--- config.mk ---
export PLATFORM = sky130hd
export DESIGN_NAME = sync_fifo_ctrl_flat
export DESIGN_NICKNAME = d
export VERILOG_FILES = /design/src/rtl/sync_fifo_ctrl_if.sv /design/src/rtl/sync_fifo_ctrl.sv /design/src/flat_wrapper.sv
export SDC_FILE = /design/constraint.sdc
export NUM_CORES = 1
export LEC_CHECK = 0
export ABC_AREA = 0
export CAP_MARGIN = 20
export CORE_UTILIZATION = 29
export CTS_BUF_LIST = sky130_fd_sc_hd__clkbuf_8
export DETAILED_ROUTE_END_ITERATION = 6
export DONT_BUFFER_PORTS = 1
export GPL_ROUTABILITY_DRIVEN = 0
export GPL_TIMING_DRIVEN = 0
export HOLD_SLACK_MARGIN = 0.08
export PLACE_DENSITY_LB_ADDON = 0.05
export SLEW_MARGIN = 20
export SYNTH_ARGS = -nofsm -noshare
export SYNTH_HDL_FRONTEND = slang
export SYNTH_SLANG_ARGS = --single-unit
--- constraint.sdc ---
create_clock -name clk -period 3.7 [get_ports clk]
set_clock_uncertainty 0.2 [all_clocks]
set_input_delay 1.11 -clock clk [delete_from_list [all_inputs] [get_ports clk]]
set_output_delay 1.11 -clock clk [all_outputs]
set_load 0.02 [all_outputs]
--- src/rtl/sync_fifo_ctrl_if.sv ---
// Bundle of the FIFO handshake signals and the dual-port RAM drive signals.
// slave  : the FIFO controller's view.
// master : the surrounding logic's view (producer, consumer and RAM).
interface sync_fifo_ctrl_if #(
  parameter int WIDTH    = 8,
  parameter int ADDR_BUS = 6
);
  // Producer side
  logic                wr_en;
  logic [WIDTH-1:0]    wr_data;
  logic                full;
  // Consumer side
  logic                rd_en;
  logic [WIDTH-1:0]    rd_data;
  logic                rd_valid;
  logic                empty;
  // Status
  logic [ADDR_BUS:0]   count;
  logic                overflow;
  logic                underflow;
  // RAM port 1 (write)
  logic                ram_we_1;
  logic [ADDR_BUS-1:0] ram_addr_1;
  logic [WIDTH-1:0]    ram_din_1;
  // RAM port 2 (read)
  logic                ram_we_2;
  logic [ADDR_BUS-1:0] ram_addr_2;
  logic [WIDTH-1:0]    ram_din_2;
  logic [WIDTH-1:0]    ram_dout_2;

  modport slave (
    input  wr_en, wr_data, rd_en, ram_dout_2,
    output full, rd_data, rd_valid, empty, count, overflow, underflow,
           ram_we_1, ram_addr_1, ram_din_1, ram_we_2, ram_addr_2, ram_din_2
  );

  modport master (
    output wr_en, wr_data, rd_en, ram_dout_2,
    input  full, rd_data, rd_valid, empty, count, overflow, underflow,
           ram_we_1, ram_addr_1, ram_din_1, ram_we_2, ram_addr_2, ram_din_2
  );
endinterface

--- src/rtl/sync_fifo_ctrl.sv ---
// Single-clock FIFO controller around an external dual-port synchronous RAM.
// Owns the read/write pointers, occupancy count, full/empty flags and the
// overflow/underflow pulses; the RAM holds the data and registers its read
// output on the same edge that advances the read pointer.
module sync_fifo_ctrl #(
  parameter int WIDTH    = 8,
  parameter int DEPTH    = 64,
  parameter int ADDR_BUS = $clog2(DEPTH)
) (
  input  logic               clk,
  input  logic               rst,   // synchronous, active-low
  sync_fifo_ctrl_if.slave    bus
);

  localparam logic [ADDR_BUS:0] C_DEPTH = (ADDR_BUS+1)'(DEPTH);

  logic [ADDR_BUS-1:0] r_wptr;
  logic [ADDR_BUS-1:0] r_rptr;
  logic [ADDR_BUS:0]   r_count;
  logic                r_full;
  logic                r_empty;
  logic                r_rd_valid;
  logic                r_overflow;
  logic                r_underflow;

  logic                w_push;
  logic                w_pop;
  logic [ADDR_BUS:0]   w_count_next;

  // Accept decisions use the registered flags; nothing is accepted in reset.
  assign w_push = rst && bus.wr_en && !r_full;
  assign w_pop  = rst && bus.rd_en && !r_empty;

  // RAM drive: port 1 writes at the write pointer, port 2 reads at the read pointer.
  assign bus.ram_we_1   = w_push;
  assign bus.ram_addr_1 = r_wptr;
  assign bus.ram_din_1  = bus.wr_data;
  assign bus.ram_we_2   = 1'b0;
  assign bus.ram_addr_2 = r_rptr;
  assign bus.ram_din_2  = {WIDTH{1'b0}};

  // Status outputs; read data comes straight from the RAM's output register.
  assign bus.rd_data   = bus.ram_dout_2;
  assign bus.rd_valid  = r_rd_valid;
  assign bus.full      = r_full;
  assign bus.empty     = r_empty;
  assign bus.count     = r_count;
  assign bus.overflow  = r_overflow;
  assign bus.underflow = r_underflow;

  // Next occupancy: +1 for push alone, -1 for pop alone, else unchanged.
  always_comb begin
    // NOTE: default assigned first so every path drives the signal and no latch is inferred.
    w_count_next = r_count;
    case ({w_push, w_pop})
      2'b10:   w_count_next = r_count + 1'b1;
      2'b01:   w_count_next = r_count - 1'b1;
      default: w_count_next = r_count;
    endcase
  end

  // Pointer, count and flag registers with synchronous active-low reset.
  always_ff @(posedge clk) begin
    // NOTE: non-blocking assignments so every register samples pre-edge values.
    if (!rst) begin
      r_wptr      <= '0;
      r_rptr      <= '0;
      r_count     <= '0;
      r_full      <= 1'b0;
      r_empty     <= 1'b1;
      r_rd_valid  <= 1'b0;
      r_overflow  <= 1'b0;
      r_underflow <= 1'b0;
    end else begin
      // Pointers wrap naturally because DEPTH is a power of two.
      if (w_push) r_wptr <= r_wptr + 1'b1;
      if (w_pop)  r_rptr <= r_rptr + 1'b1;
      r_count     <= w_count_next;
      r_full      <= (w_count_next == C_DEPTH);
      r_empty     <= (w_count_next == '0);
      r_rd_valid  <= w_pop;
      r_overflow  <= bus.wr_en && r_full;
      r_underflow <= bus.rd_en && r_empty;
    end
  end

endmodule

--- src/flat_wrapper.sv ---
// flat-port wrapper written by rule: the top's interface ports become plain ports
module sync_fifo_ctrl_flat 
#(
  parameter int WIDTH    = 8,
  parameter int DEPTH    = 64,
  parameter int ADDR_BUS = $clog2(DEPTH)
)
  (clk, rst, bus_wr_en, bus_wr_data, bus_rd_en, bus_ram_dout_2, bus_full, bus_rd_data, bus_rd_valid, bus_empty, bus_count, bus_overflow, bus_underflow, bus_ram_we_1, bus_ram_addr_1, bus_ram_din_1, bus_ram_we_2, bus_ram_addr_2, bus_ram_din_2);
  sync_fifo_ctrl_if #(.WIDTH(WIDTH), .ADDR_BUS(ADDR_BUS)) bus_i ();
  input  logic clk;
  input  logic rst;
  input wire logic [$bits(bus_i.wr_en)-1:0] bus_wr_en;
  input wire logic [$bits(bus_i.wr_data)-1:0] bus_wr_data;
  input wire logic [$bits(bus_i.rd_en)-1:0] bus_rd_en;
  input wire logic [$bits(bus_i.ram_dout_2)-1:0] bus_ram_dout_2;
  output wire logic [$bits(bus_i.full)-1:0] bus_full;
  output wire logic [$bits(bus_i.rd_data)-1:0] bus_rd_data;
  output wire logic [$bits(bus_i.rd_valid)-1:0] bus_rd_valid;
  output wire logic [$bits(bus_i.empty)-1:0] bus_empty;
  output wire logic [$bits(bus_i.count)-1:0] bus_count;
  output wire logic [$bits(bus_i.overflow)-1:0] bus_overflow;
  output wire logic [$bits(bus_i.underflow)-1:0] bus_underflow;
  output wire logic [$bits(bus_i.ram_we_1)-1:0] bus_ram_we_1;
  output wire logic [$bits(bus_i.ram_addr_1)-1:0] bus_ram_addr_1;
  output wire logic [$bits(bus_i.ram_din_1)-1:0] bus_ram_din_1;
  output wire logic [$bits(bus_i.ram_we_2)-1:0] bus_ram_we_2;
  output wire logic [$bits(bus_i.ram_addr_2)-1:0] bus_ram_addr_2;
  output wire logic [$bits(bus_i.ram_din_2)-1:0] bus_ram_din_2;
  assign bus_i.wr_en = bus_wr_en;
  assign bus_i.wr_data = bus_wr_data;
  assign bus_i.rd_en = bus_rd_en;
  assign bus_i.ram_dout_2 = bus_ram_dout_2;
  assign bus_full = bus_i.full;
  assign bus_rd_data = bus_i.rd_data;
  assign bus_rd_valid = bus_i.rd_valid;
  assign bus_empty = bus_i.empty;
  assign bus_count = bus_i.count;
  assign bus_overflow = bus_i.overflow;
  assign bus_underflow = bus_i.underflow;
  assign bus_ram_we_1 = bus_i.ram_we_1;
  assign bus_ram_addr_1 = bus_i.ram_addr_1;
  assign bus_ram_din_1 = bus_i.ram_din_1;
  assign bus_ram_we_2 = bus_i.ram_we_2;
  assign bus_ram_addr_2 = bus_i.ram_addr_2;
  assign bus_ram_din_2 = bus_i.ram_din_2;
  sync_fifo_ctrl #(.WIDTH(WIDTH), .DEPTH(DEPTH), .ADDR_BUS(ADDR_BUS)) u_core (.clk(clk), .rst(rst), .bus(bus_i));
endmodule
== Word level (Yosys, flattened, before mapping) ==
Index checks and enable logic that the tools add are counted.

* $add $sub $neg: 4
* Equal/unequal tests: 3
* Mux-type cells: 1
* Reduce and logical (&&, ||, !) cells: 9

{| class="wikitable"
|+ Operators with widths
! cell !! count
|-
| one-hot mux 7 bit (2 select lines) || 1
|-
| adder 6 x 1 -> 6 bit, second input constant || 2
|-
| adder 7 x 1 -> 7 bit, second input constant || 1
|-
| == test 7 bit, second input constant || 1
|-
| logical NOT 7 bit || 1
|-
| subtractor 7 x 1 -> 7 bit, second input constant || 1
|-
| logical AND 1 bit || 6
|-
| == test 2 x 1 -> 1 bit, second input constant || 1
|-
| == test 2 bit, second input constant || 1
|-
| logical NOT 1 bit || 2
|}

* Flip-flop bits (word level): 24
* Input port bits: 20
* Output and inout bits: 50

== Logic depth before layout (Yosys ltp) ==
Gate-level depths: netlist of run 1.

* Depth after elaboration: 5
* Mapped depth: 11
* Gate-level depth less buffers: 10

== Worst setup path after synthesis of run 1 ==
OpenSTA, ideal clock, no wires.

* Kind: input -> register
* Start: input port rst
* End: register u_core.r_empty (netlist: u_core.bus.empty)
* Library setup time: 0.084 ns
* Arrival: 3.608 ns
* Data required time: 3.416 ns
* Setup slack: -0.192 ns
* Stages: 11
* Path buffers: 1
* Cell sequence: and3b_1 clkbuf_1 inv_1 ha_1 inv_1 fa_1 nand2b_2 a2111oi_4 a221oi_2 or4b_4 o31ai_2

* Word-level cells in the longest chain between the ends: 5
* Elaborated cells between the ends (all ways): 8

{| class="wikitable"
|+ RTL lines
! item !! RTL line !! RTL
|-
| start: declaration || flat_wrapper.sv:11 || <nowiki>input logic rst;</nowiki>
|-
| logical AND 1 bit * (2 in series) || sync_fifo_ctrl.sv:31 || <nowiki>assign w_push = rst && bus.wr_en && !r_full;</nowiki>
|-
| net bus_ram_we_1 || flat_wrapper.sv:23 || <nowiki>output wire logic [$bits(bus_i.ram_we_1)-1:0] bus_ram_we_1;</nowiki>
|-
| == test 2 x 1 -> 1 bit / == test 2 bit (equally long branches) || sync_fifo_ctrl.sv:55 || <nowiki>case ({w_push, w_pop})</nowiki>
|-
| one-hot mux 7 bit (2 select lines) * || sync_fifo_ctrl.sv:55 ||
|-
| logical NOT 7 bit * || sync_fifo_ctrl.sv:80 || <nowiki>r_empty <= (w_count_next == '0);</nowiki>
|-
| end signal: assignment || sync_fifo_ctrl.sv:80 ||
|-
| end: declaration || sync_fifo_ctrl.sv:21 || <nowiki>logic r_empty;</nowiki>
|}

Mark *: on every way through the listed nets, which the timed path passes. The rest lies on a longest branch.
A chain may end at the register's enable or synchronous reset.

== Worst setup path in the final report of run 1 ==
Same ends and word-level chain as after synthesis.

==> impl_metrics.env, run 1 <==
export IMPL_status="finished clean"
export IMPL_slew_violations=0
export IMPL_die_y_um=73.2
export IMPL_antenna_left=0
export IMPL_track_usage_pct=11.2
export IMPL_viasPerCell=4.61
export IMPL_synth_seq_cells=24
export IMPL_muxShareOfSynthArea_pct=0
export IMPL_diodes=0
export IMPL_postSynthCellCount=161
export IMPL_slew_headroom_pct=63.6
export IMPL_htree_num_levels=1
export IMPL_synth_top_family_by_area="simple AND/OR/NAND/NOR gates"
export IMPL_powerDensity_nw_per_um2=376
export IMPL_critical_path_arrival_ns=3.53
export IMPL_met2_usage_pct=18.5
export IMPL_ios=70
export IMPL_worstMarginPinSlew_ns=0.541
export IMPL_dr_first_iter_drc_count=24
export IMPL_cts_buffers_inserted=3
export IMPL_drive_gt1_share_pct=24.9
export IMPL_grt_overflow_total=0
export IMPL_cts_tree="done"
export IMPL_maxCapViolCount=0
export IMPL_finalNonFillerCells=240
export IMPL_setup_viol=0
export IMPL_io_buffers=0
export IMPL_synthSimpleGateAreaFrac_pct=22.2
export IMPL_core_area_um2=4790
export IMPL_vias=1107
export IMPL_avgRoutedWirePerCell_um=12.3
export IMPL_cts_hold_buf=0
export IMPL_grt_pass1_vias=958
export IMPL_clk_pin_slew_worst_paths_ns=0.09
export IMPL_wirelength_um=2960
export IMPL_synth_edf_count=0
export IMPL_cp_max_fo=8
export IMPL_utilization_pct=34.8
export IMPL_dp_cells=236
export IMPL_design_area_um2=1670
export IMPL_die_width_um=73.2
export IMPL_total_power_uw=627
export IMPL_clk_latency_ns=0.27
export IMPL_yosys_area_share_adder_pct=8.18
export IMPL_synth_async_sr_flop_share_pct=0
export IMPL_hold_class="reg2reg"
export IMPL_initial_utilization_pct=30.7
export IMPL_antenna_found_initial=0
export IMPL_top_usage_layer="met2"
export IMPL_critPathKind="in2reg"
export IMPL_drc=0
export IMPL_irDropWorstVdd_v=0.000207
export IMPL_crit_path_end_kind="flop"
export IMPL_synth_top_flop_cell="dfxtp_1"
export IMPL_synth_xor_area_share_pct=7.16
export IMPL_final_nets=203
export IMPL_syn_area_per_cell_um2=9.12
export IMPL_numClockSinks=24
export IMPL_max_freq_ghz=0.282
export IMPL_crit_required_ns=3.68
export IMPL_final_setup_tns_ns=0
export IMPL_num_rows=25
export IMPL_min_period_over_period_pct=96.0
export IMPL_leakagePower_nw=0.739
export IMPL_yosysSeqAreaShare_pct=32.7
export IMPL_hold_violations=0
export IMPL_use_met1_pct=14.5
export IMPL_cts_buffer_depth=2
export IMPL_first_pass_iters=4
export IMPL_yosys_warnings=0
export IMPL_rsz0062_at_grt="no"
export IMPL_ys_types=41
export IMPL_synth_compound_area_share_pct=13.8
export IMPL_cp_start_kind="primary input"
export IMPL_cts_root_buf="clkbuf_8"
export IMPL_syn2layout_area_growth_pct=13.5
export IMPL_fin_crit_ns=3.55
export IMPL_dieArea_um2=5350
export IMPL_place_area_um2=1600
export IMPL_use_met3_pct=2.21
export IMPL_dp_hpwl_um=2300
export IMPL_grt_pass1_wl_um=4670
export IMPL_grt_max_degree=14
export IMPL_syn_area_um2=1470
repair_timing:
| item | 4_1_cts | 5_1_grt |
|---|---|---|
| endpoints found under the setup margin | 0 | 2 |
| setup buffers | 0 | 1 |
| resized for setup | 0 | 1 |
power breakdown:
part           switching, mW  internal, mW
logic                 0.0769        0.0615
registers             0.0319         0.272
clock network         0.0896        0.0950
metrics by stage:
| stage | setup WS, ns | hold WS, ns |
|---|---|---|
| floorplan | 0.0316 | 0.352 |
| global placement | -0.192 | 0.376 |
| detailed placement | -0.208 | 0.384 |
| CTS | 0.0591 | 0.398 |
| global route | 0.0400 | 0.417 |
| finish | 0.150 | 0.393 |
critical path, stage by stage:
cell and delay [ns]:
and3b_1 0.15, clkbuf_4 0.20, inv_1 0.12, ha_4 0.17, inv_1 0.05, fa_1 0.40, nand2b_4 0.19, a2111oi_4 0.31
a221oi_2 0.07, or4b_4 0.57, o31ai_2 0.18
area by class of cell:
class                   instances  area, um^2
plain buffers                  29         208
flip-flops and latches         24         480
inverters                       6        22.5
repair buffers                  1        7.51
multi-input cells             109         811
clock buffers                   4        55.1
well taps                      67        83.8
fillers                       507        3120
path summary, 6_finish.rpt:
path / from / end / slack [ns] / depth (start not counted)
min: u_core.bus.ram_addr_2[1] / u_core.bus.ram_addr_2[1] / 0.39 / 2
min reg2reg: u_core.bus.ram_addr_2[1] / u_core.bus.ram_addr_2[1] / 0.39 / 2
max: rst / u_core.bus.empty / 0.15 / 11
max reg2reg: u_core.bus.full / u_core.bus.empty / 0.49 / 11
Yosys cell counts, drive strengths merged, types with 2 or more instances:
cell type  number  area (um^2)
a2111oi         2         37.5
a211oi          2         15.0
a21o            4         31.3
a21oi           5         25.0
and2           16          101
and3            2         12.5
and3b           3         26.3
and4            2         17.5
buf            26          193
clkbuf          4         15.0
dfxtp          24          480
ha              8          100
inv             6         22.5
nand2          11         41.3
nand2b          2         15.0
nand3           5         25.0
nand4           2         12.5
nor2            4         15.0
o21a            2         15.0
o21ai           5         25.0
o31ai           2         20.0
xnor2           7         61.3
xor2            5         43.8
placed cells by master (no fill, tap or decap), types with 2 or more instances in the layout:
master	instances
a211oi_1	2
a21o_1	3
a21oi_1	5
and2_1	15
and3_1	2
and3b_1	3
and4_1	2
buf_4	26
clkbuf_1	2
clkbuf_8	4
conb_1	9
dfxtp_1	24
ha_1	7
inv_1	6
nand2_1	11
nand3_1	5
nand4_1	2
nor2_1	4
o21a_1	2
o21ai_0	5
xnor2_1	7
xor2_1	5
flip-flops by register name, indices dropped and copies added, names as in the netlist:
signal and cells:
u_core.bus.rd_valid 1, u_core.bus.overflow 1, u_core.bus.ram_addr_2 6, u_core.bus.ram_addr_1 6, u_core.bus.count 7, u_core.bus.underflow 1
u_core.bus.empty 1, u_core.bus.full 1
cells by family (layout without fill, tap and decap cells):
kind of cell | count (synthesis) | in the layout
flops | 24 | 24
simple gates | 54 | 54
buf+inv | 36 | 40
compound gates | 25 | 25
other cells | 1 | 9
fa+ha+maj | 9 | 9
xor+xnor | 12 | 12
per-layer routing:
layer / share of wire, % / vias to the layer above
met1: 44 / 520
li1: - / 541
met5: 0 / -
met4: 1.1 / 0
met3: 6.1 / 2
met2: 49 / 44
No activity file was read; power rests on OpenSTA's default activity.
==> inputs of run 2 (changes only) <==
- GPL_ROUTABILITY_DRIVEN: 0 -> default
==> results of run 2 <==
Final layout, timing and power as in run 1 (identical DEF).
